[src/rtl/z_result_unloader_if.sv]
`default_nettype none
// ============================================================================
//  Module   : z_result_unloader_if
//  Purpose  : ALU-result input and shared-bus output signals of the result
//             unloader, bundled with a modport for each side.
//  Revision : 1.0  initial release
// ============================================================================
interface z_result_unloader_if #(
    parameter int WIDTH = 32
);
    // ALU result side
    logic             z_valid;
    logic [WIDTH-1:0] z_low;
    logic [WIDTH-1:0] z_high;
    logic             z_ready;
    // Shared bus side
    logic             bus_req;
    logic             bus_grant;
    logic [WIDTH-1:0] bus_out;
    logic             bus_drive;
    logic             word_sel;
    logic             done;
    logic             ovf;

    // The unloader itself: consumes ALU results, drives the bus
    modport master (
        input  z_valid, z_low, z_high, bus_grant,
        output z_ready, bus_req, bus_out, bus_drive, word_sel, done, ovf
    );

    // Environment: ALU producer plus bus arbiter/observer
    modport slave (
        output z_valid, z_low, z_high, bus_grant,
        input  z_ready, bus_req, bus_out, bus_drive, word_sel, done, ovf
    );
endinterface
`default_nettype wire

[src/rtl/z_result_unloader.sv]
`default_nettype none
// ============================================================================
//  Module   : z_result_unloader
//  Purpose  : Queues 64-bit ALU results and unloads each onto the 32-bit
//             shared bus as two words (low, then high) after a req/grant
//             handshake. Drops and flags results offered while full.
//  Revision : 1.0  initial release
// ============================================================================
module z_result_unloader #(
    parameter int WIDTH = 32,
    parameter int DEPTH = 2
) (
    input  wire logic          clk,
    input  wire logic          clr,
    z_result_unloader_if.master zif
);

    localparam int c_PTR_W = (DEPTH > 1) ? $clog2(DEPTH) : 1;
    localparam int c_CNT_W = c_PTR_W + 1;
    localparam logic [c_CNT_W-1:0] c_FULL = c_CNT_W'(DEPTH);

    typedef enum logic [1:0] {
        S_IDLE    = 2'd0,
        S_REQ     = 2'd1,
        S_SEND_LO = 2'd2,
        S_SEND_HI = 2'd3
    } state_t;

    state_t               state_q, state_d;
    logic [c_CNT_W-1:0]   count_q, count_d;
    logic [c_PTR_W-1:0]   wr_ptr_q, rd_ptr_q;
    logic                 ovf_q;

    // Result storage is deliberately not reset; emptiness is tracked by count
    logic [WIDTH-1:0]     mem_lo_q [DEPTH];
    logic [WIDTH-1:0]     mem_hi_q [DEPTH];

    logic                 w_ready;
    logic                 w_push;
    logic                 w_pop;
    logic                 w_bus_req;
    logic                 w_bus_drive;
    logic                 w_word_sel;
    logic                 w_done;
    logic [WIDTH-1:0]     w_bus_out;

    // Readiness comes from registered count only, so a same-cycle pop never
    // frees a slot for a push
    assign w_ready = (count_q != c_FULL);
    assign w_push  = zif.z_valid && w_ready;
    assign w_pop   = (state_q == S_SEND_HI);
    assign count_d = count_q + c_CNT_W'(w_push) - c_CNT_W'(w_pop);

    // Queue bookkeeping, sticky overflow and FSM state register
    always_ff @(posedge clk) begin
        if (clr) begin
            state_q  <= S_IDLE;
            count_q  <= '0;
            wr_ptr_q <= '0;
            rd_ptr_q <= '0;
            ovf_q    <= 1'b0;
        end else begin
            state_q <= state_d;
            count_q <= count_d;
            if (w_push)
                wr_ptr_q <= wr_ptr_q + c_PTR_W'(1);
            if (w_pop)
                rd_ptr_q <= rd_ptr_q + c_PTR_W'(1);
            if (zif.z_valid && !w_ready)
                ovf_q <= 1'b1;
        end
    end

    // Result storage write port
    always_ff @(posedge clk) begin
        if (!clr && w_push) begin
            mem_lo_q[wr_ptr_q] <= zif.z_low;
            mem_hi_q[wr_ptr_q] <= zif.z_high;
        end
    end

    // Next-state and Moore output decode from state and head entry
    always_comb begin
        state_d     = state_q;
        w_bus_req   = 1'b0;
        w_bus_drive = 1'b0;
        w_word_sel  = 1'b0;
        w_done      = 1'b0;
        w_bus_out   = '0;
        case (state_q)
            S_IDLE: begin
                if (count_q != '0)
                    state_d = S_REQ;
            end
            S_REQ: begin
                w_bus_req = 1'b1;
                if (zif.bus_grant)
                    state_d = S_SEND_LO;
            end
            S_SEND_LO: begin
                w_bus_req   = 1'b1;
                w_bus_drive = 1'b1;
                w_bus_out   = mem_lo_q[rd_ptr_q];
                state_d     = S_SEND_HI;
            end
            S_SEND_HI: begin
                w_bus_req   = 1'b1;
                w_bus_drive = 1'b1;
                w_word_sel  = 1'b1;
                w_done      = 1'b1;
                w_bus_out   = mem_hi_q[rd_ptr_q];
                // Every transfer re-arbitrates, even with entries left
                state_d     = (count_d != '0) ? S_REQ : S_IDLE;
            end
            default: state_d = S_IDLE;
        endcase
    end

    assign zif.z_ready   = w_ready;
    assign zif.bus_req   = w_bus_req;
    assign zif.bus_drive = w_bus_drive;
    assign zif.word_sel  = w_word_sel;
    assign zif.done      = w_done;
    assign zif.bus_out   = w_bus_out;
    assign zif.ovf       = ovf_q;

endmodule
`default_nettype wire

[src/flat_wrapper.sv]
// flat-port wrapper written by rule: the top's interface ports become plain ports
module z_result_unloader_flat 
#(
    parameter int WIDTH = 32,
    parameter int DEPTH = 2
)
  (clk, clr, zif_z_valid, zif_z_low, zif_z_high, zif_bus_grant, zif_z_ready, zif_bus_req, zif_bus_out, zif_bus_drive, zif_word_sel, zif_done, zif_ovf);
  z_result_unloader_if #(.WIDTH(WIDTH)) zif_i ();
  input  wire logic clk;
  input  wire logic clr;
  input wire logic [$bits(zif_i.z_valid)-1:0] zif_z_valid;
  input wire logic [$bits(zif_i.z_low)-1:0] zif_z_low;
  input wire logic [$bits(zif_i.z_high)-1:0] zif_z_high;
  input wire logic [$bits(zif_i.bus_grant)-1:0] zif_bus_grant;
  output wire logic [$bits(zif_i.z_ready)-1:0] zif_z_ready;
  output wire logic [$bits(zif_i.bus_req)-1:0] zif_bus_req;
  output wire logic [$bits(zif_i.bus_out)-1:0] zif_bus_out;
  output wire logic [$bits(zif_i.bus_drive)-1:0] zif_bus_drive;
  output wire logic [$bits(zif_i.word_sel)-1:0] zif_word_sel;
  output wire logic [$bits(zif_i.done)-1:0] zif_done;
  output wire logic [$bits(zif_i.ovf)-1:0] zif_ovf;
  assign zif_i.z_valid = zif_z_valid;
  assign zif_i.z_low = zif_z_low;
  assign zif_i.z_high = zif_z_high;
  assign zif_i.bus_grant = zif_bus_grant;
  assign zif_z_ready = zif_i.z_ready;
  assign zif_bus_req = zif_i.bus_req;
  assign zif_bus_out = zif_i.bus_out;
  assign zif_bus_drive = zif_i.bus_drive;
  assign zif_word_sel = zif_i.word_sel;
  assign zif_done = zif_i.done;
  assign zif_ovf = zif_i.ovf;
  z_result_unloader #(.WIDTH(WIDTH), .DEPTH(DEPTH)) u_core (.clk(clk), .clr(clr), .zif(zif_i));
endmodule
[config.mk]
export PLATFORM = sky130hd
export DESIGN_NAME = z_result_unloader_flat
export DESIGN_NICKNAME = d
export VERILOG_FILES = /design/src/rtl/z_result_unloader_if.sv /design/src/rtl/z_result_unloader.sv /design/src/flat_wrapper.sv
export SDC_FILE = /design/constraint.sdc
export NUM_CORES = 1
export LEC_CHECK = 0
export BUFFER_PORTS_ARGS = -buffer_cell sky130_fd_sc_hd__buf_2
export CAP_MARGIN = 5
export CORE_MARGIN = 2
export CORE_UTILIZATION = 40
export CTS_CLUSTER_SIZE = 14
export DETAILED_ROUTE_END_ITERATION = 7
export SYNTH_ARGS = -nofsm -noshare
export SYNTH_HDL_FRONTEND = slang
export SYNTH_SLANG_ARGS = --single-unit
[constraint.sdc]
create_clock -name clk -period 8.1 [get_ports clk]
set_clock_uncertainty 0.15 [all_clocks]
set_input_delay 0.81 -clock clk [delete_from_list [all_inputs] [get_ports clk]]
set_output_delay 0.81 -clock clk [all_outputs]
set_load 0.005 [all_outputs]
==> results.json <==
{
  "io_pins": 106,
  "nFillCells": 1145,
  "tightest_slew_ns": 1.043,
  "crit_type": "flip-flop to primary output",
  "antenna_found_initial": 1,
  "drive_gt1_frac": 0.4976,
  "cp.required_ns": 7.14,
  "drtIter0Drc": 180,
  "synth_area_leader_cell": "edfxtp_1",
  "seq_area_um2": 4008,
  "yosys_warnings": 0,
  "syn_nets": 365,
  "slew_headroom": 0.3047,
  "finalWirelength_mm": 9.856,
  "ys_ff_latch": 136,
  "critPathMaxFanout": 64,
  "status": "finished, final reports clean",
  "critPathLaunchType": "flip-flop",
  "clock_sinks": 136,
  "cts_buffers": 17,
  "insertion_delay_ns": 0.41,
  "final_cell_mix": "edfxtp_1, buf_2, mux2_2",
  "globalplace.congestion": 0.7025,
  "dieHeight_um": 121.4,
  "grt_max_degree": 65,
  "antenna_cells": 0,
  "whs_path_depth": 2,
  "synth_top_area_frac": 0.6975,
  "clock.fmax_mhz": 313.7,
  "ctsResizeCount": 0,
  "cts_buffer_depth": 2,
  "max-cap-violations": 0,
  "syn_to_final_growth_pct": 24.27,
  "hold_buffers": 0,
  "power_leakage_nw": 2.614,
  "reg2reg_slack_ns": 5.55,
  "drt-wirelength-per-cell_um": 16.71,
  "htreeDepth": 4,
  "initial_core_util": 0.4128,
  "synth_cells": 290,
  "fin_tns_setup_ns": 0,
  "gr-usage-all-layers": 0.1433,
  "cts_tree": "built",
  "hold-worst-slack_ns": 0.3560,
  "postRouteAntennaNets": 0,
  "postCtsSetupRepairBufs": 0,
  "viasPerCell": 4.853,
  "first_global_vias": 2949,
  "route.detailed.drc": 0,
  "syn_area_per_cell_um2": 19.00,
  "root_buffer": "clkbuf_16",
  "dieWidth_um": 121.4,
  "clk_pin_slew_worst_paths_ns": 0.05,
  "worst_slack_ns": 4.912,
  "hold_class": "flip-flop to flip-flop",
  "reg2reg_from": "u_core.state_q[1]$_SDFFE_PP0P_",
  "dr.pass1.iters": 4,
  "crit_arrival_ns": 2.23,
  "timing.rr.end": "u_core.state_q[0]$_SDFFE_PP0P_",
  "critPathCaptureType": "primary output",
  "io_buffers": 105,
  "rsz0062_at_grt": "no",
  "ir_drop_uv": 151.3,
  "p_per_area_nw_per_um2": 303.4,
  "grt_pass1_wl_mm": 15.25,
  "fin_crit_sh": 0.3936,
  "drv_slew": 0,
  "reg2regPathDepth": 7,
  "die_area_um2": 14730,
  "multiInputGateArea_um2": 1376,
  "final_nets": 476,
  "finalHoldViolCount": 0,
  "ys_seq_area_frac": 0.7266,
  "syn-cell-area_um2": 5510,
  "dp_hpwl_mm": 5.832,
  "place_ws_ns": 5.277,
  "p_total_mw": 2.078,
  "dr_total_vias": 2863,
  "yosys-top-cells-area": "edfxtp_1, mux2_4, mux2_2",
  "min_to": "u_core.zif.ovf$_SDFFE_PP0P_",
  "overflow": 0,
  "worstHoldStart": "u_core.zif.ovf$_SDFFE_PP0P_",
  "rows": 42,
  "ys_types": 26,
  "setup_viol": 0,
  "final_common_cell": "edfxtp_1",
  "core_um2": 13350,
  "fin_crit_ns": 3.188
}
-- metrics by stage --
step / instance area (um^2) / instances / utilization
final: 6848 / 590 / 0.5130
after global routing: 6848 / 590 / 0.5130
after CTS: 6848 / 590 / 0.5130
after detailed placement: 6190 / 558 / 0.4637
after global placement: 6190 / 558 / 0.4637
after floorplan: 5510 / 290 / -
-- synth_stat cells (all sizes together) --
cell type,n
a211oi,1
a21oi,3
a22o,32
buf,8
clkbuf,9
dfxtp,8
edfxtp,128
ha,7
inv,8
mux2,64
nand2,1
nor2,4
nor2b,4
nor3,1
nor3b,2
nor4,1
o21ai,3
o31a,1
or2,1
or3,1
or3b,1
xnor2,1
xor3,1
-- final cells by class --
| cell class | count | area share |
|---|---|---|
| clock buffer | 18 | 0.06267 |
| clock inverter | 14 | 0.03344 |
| inverter | 8 | 0.004385 |
| multi-input combinational | 129 | 0.2010 |
| sequential | 136 | 0.5852 |
| tap | 176 | 0.03216 |
| timing repair buffer | 109 | 0.08113 |
-- registers in the layout, summed over array words and instances, names as in the netlist, named ones only --
signal,count
u_core.mem_lo_q,64
u_core.count_q,2
u_core.rd_ptr_q,1
u_core.mem_hi_q,64
u_core.wr_ptr_q,1
u_core.state_q,2
u_core.zif.ovf,1
-- worst max path at each step --
stage | endpoint | cells past startpoint
finish | zif_bus_out[21] | 3
global route | zif_bus_out[0] | 3
CTS | zif_bus_out[1] | 3
detailed placement | zif_bus_out[1] | 3
global placement | zif_bus_out[0] | 3
floorplan | u_core.mem_hi_q[1][0]$_DFFE_PP_ | 2
-- per-layer routing --
metal	wire length (um)	global-route usage	vias to the layer above
met1	4249	0.1645	1407
met4	204	0.07328	0
met3	518	0.04934	16
li1	-	-	1366
met5	0	0	-
met2	4884	0.2374	74
-- logic make-up after synthesis --
| logic type | after synthesis | synth area share |
|---|---|---|
| AOI/OAI and AO/OA | 40 | 0.05926 |
| xor gates and xnor gates | 2 | 0.005904 |
| adders and majority gates | 7 | 0.01589 |
| buffers and inverters | 25 | 0.02588 |
| DFF | 136 | 0.7266 |
| muxes | 64 | 0.1499 |
| and+or+nand+nor | 16 | 0.01657 |
-- worst max-delay path, cell delays in order (launching register included) --
cell and delay (ns):
dfxtp_4 1.03, mux2_2 0.42, a22o_1 0.20, buf_2 0.13
-- power breakdown --
part	internal, mW	leakage, nW	switching (mW)
combinational	0.184	1.06	0.160
sequential	0.842	1.24	0.0403
clock	0.574	0.311	0.278
total	1.60	2.61	0.478
(Power assumes the default switching activity.)
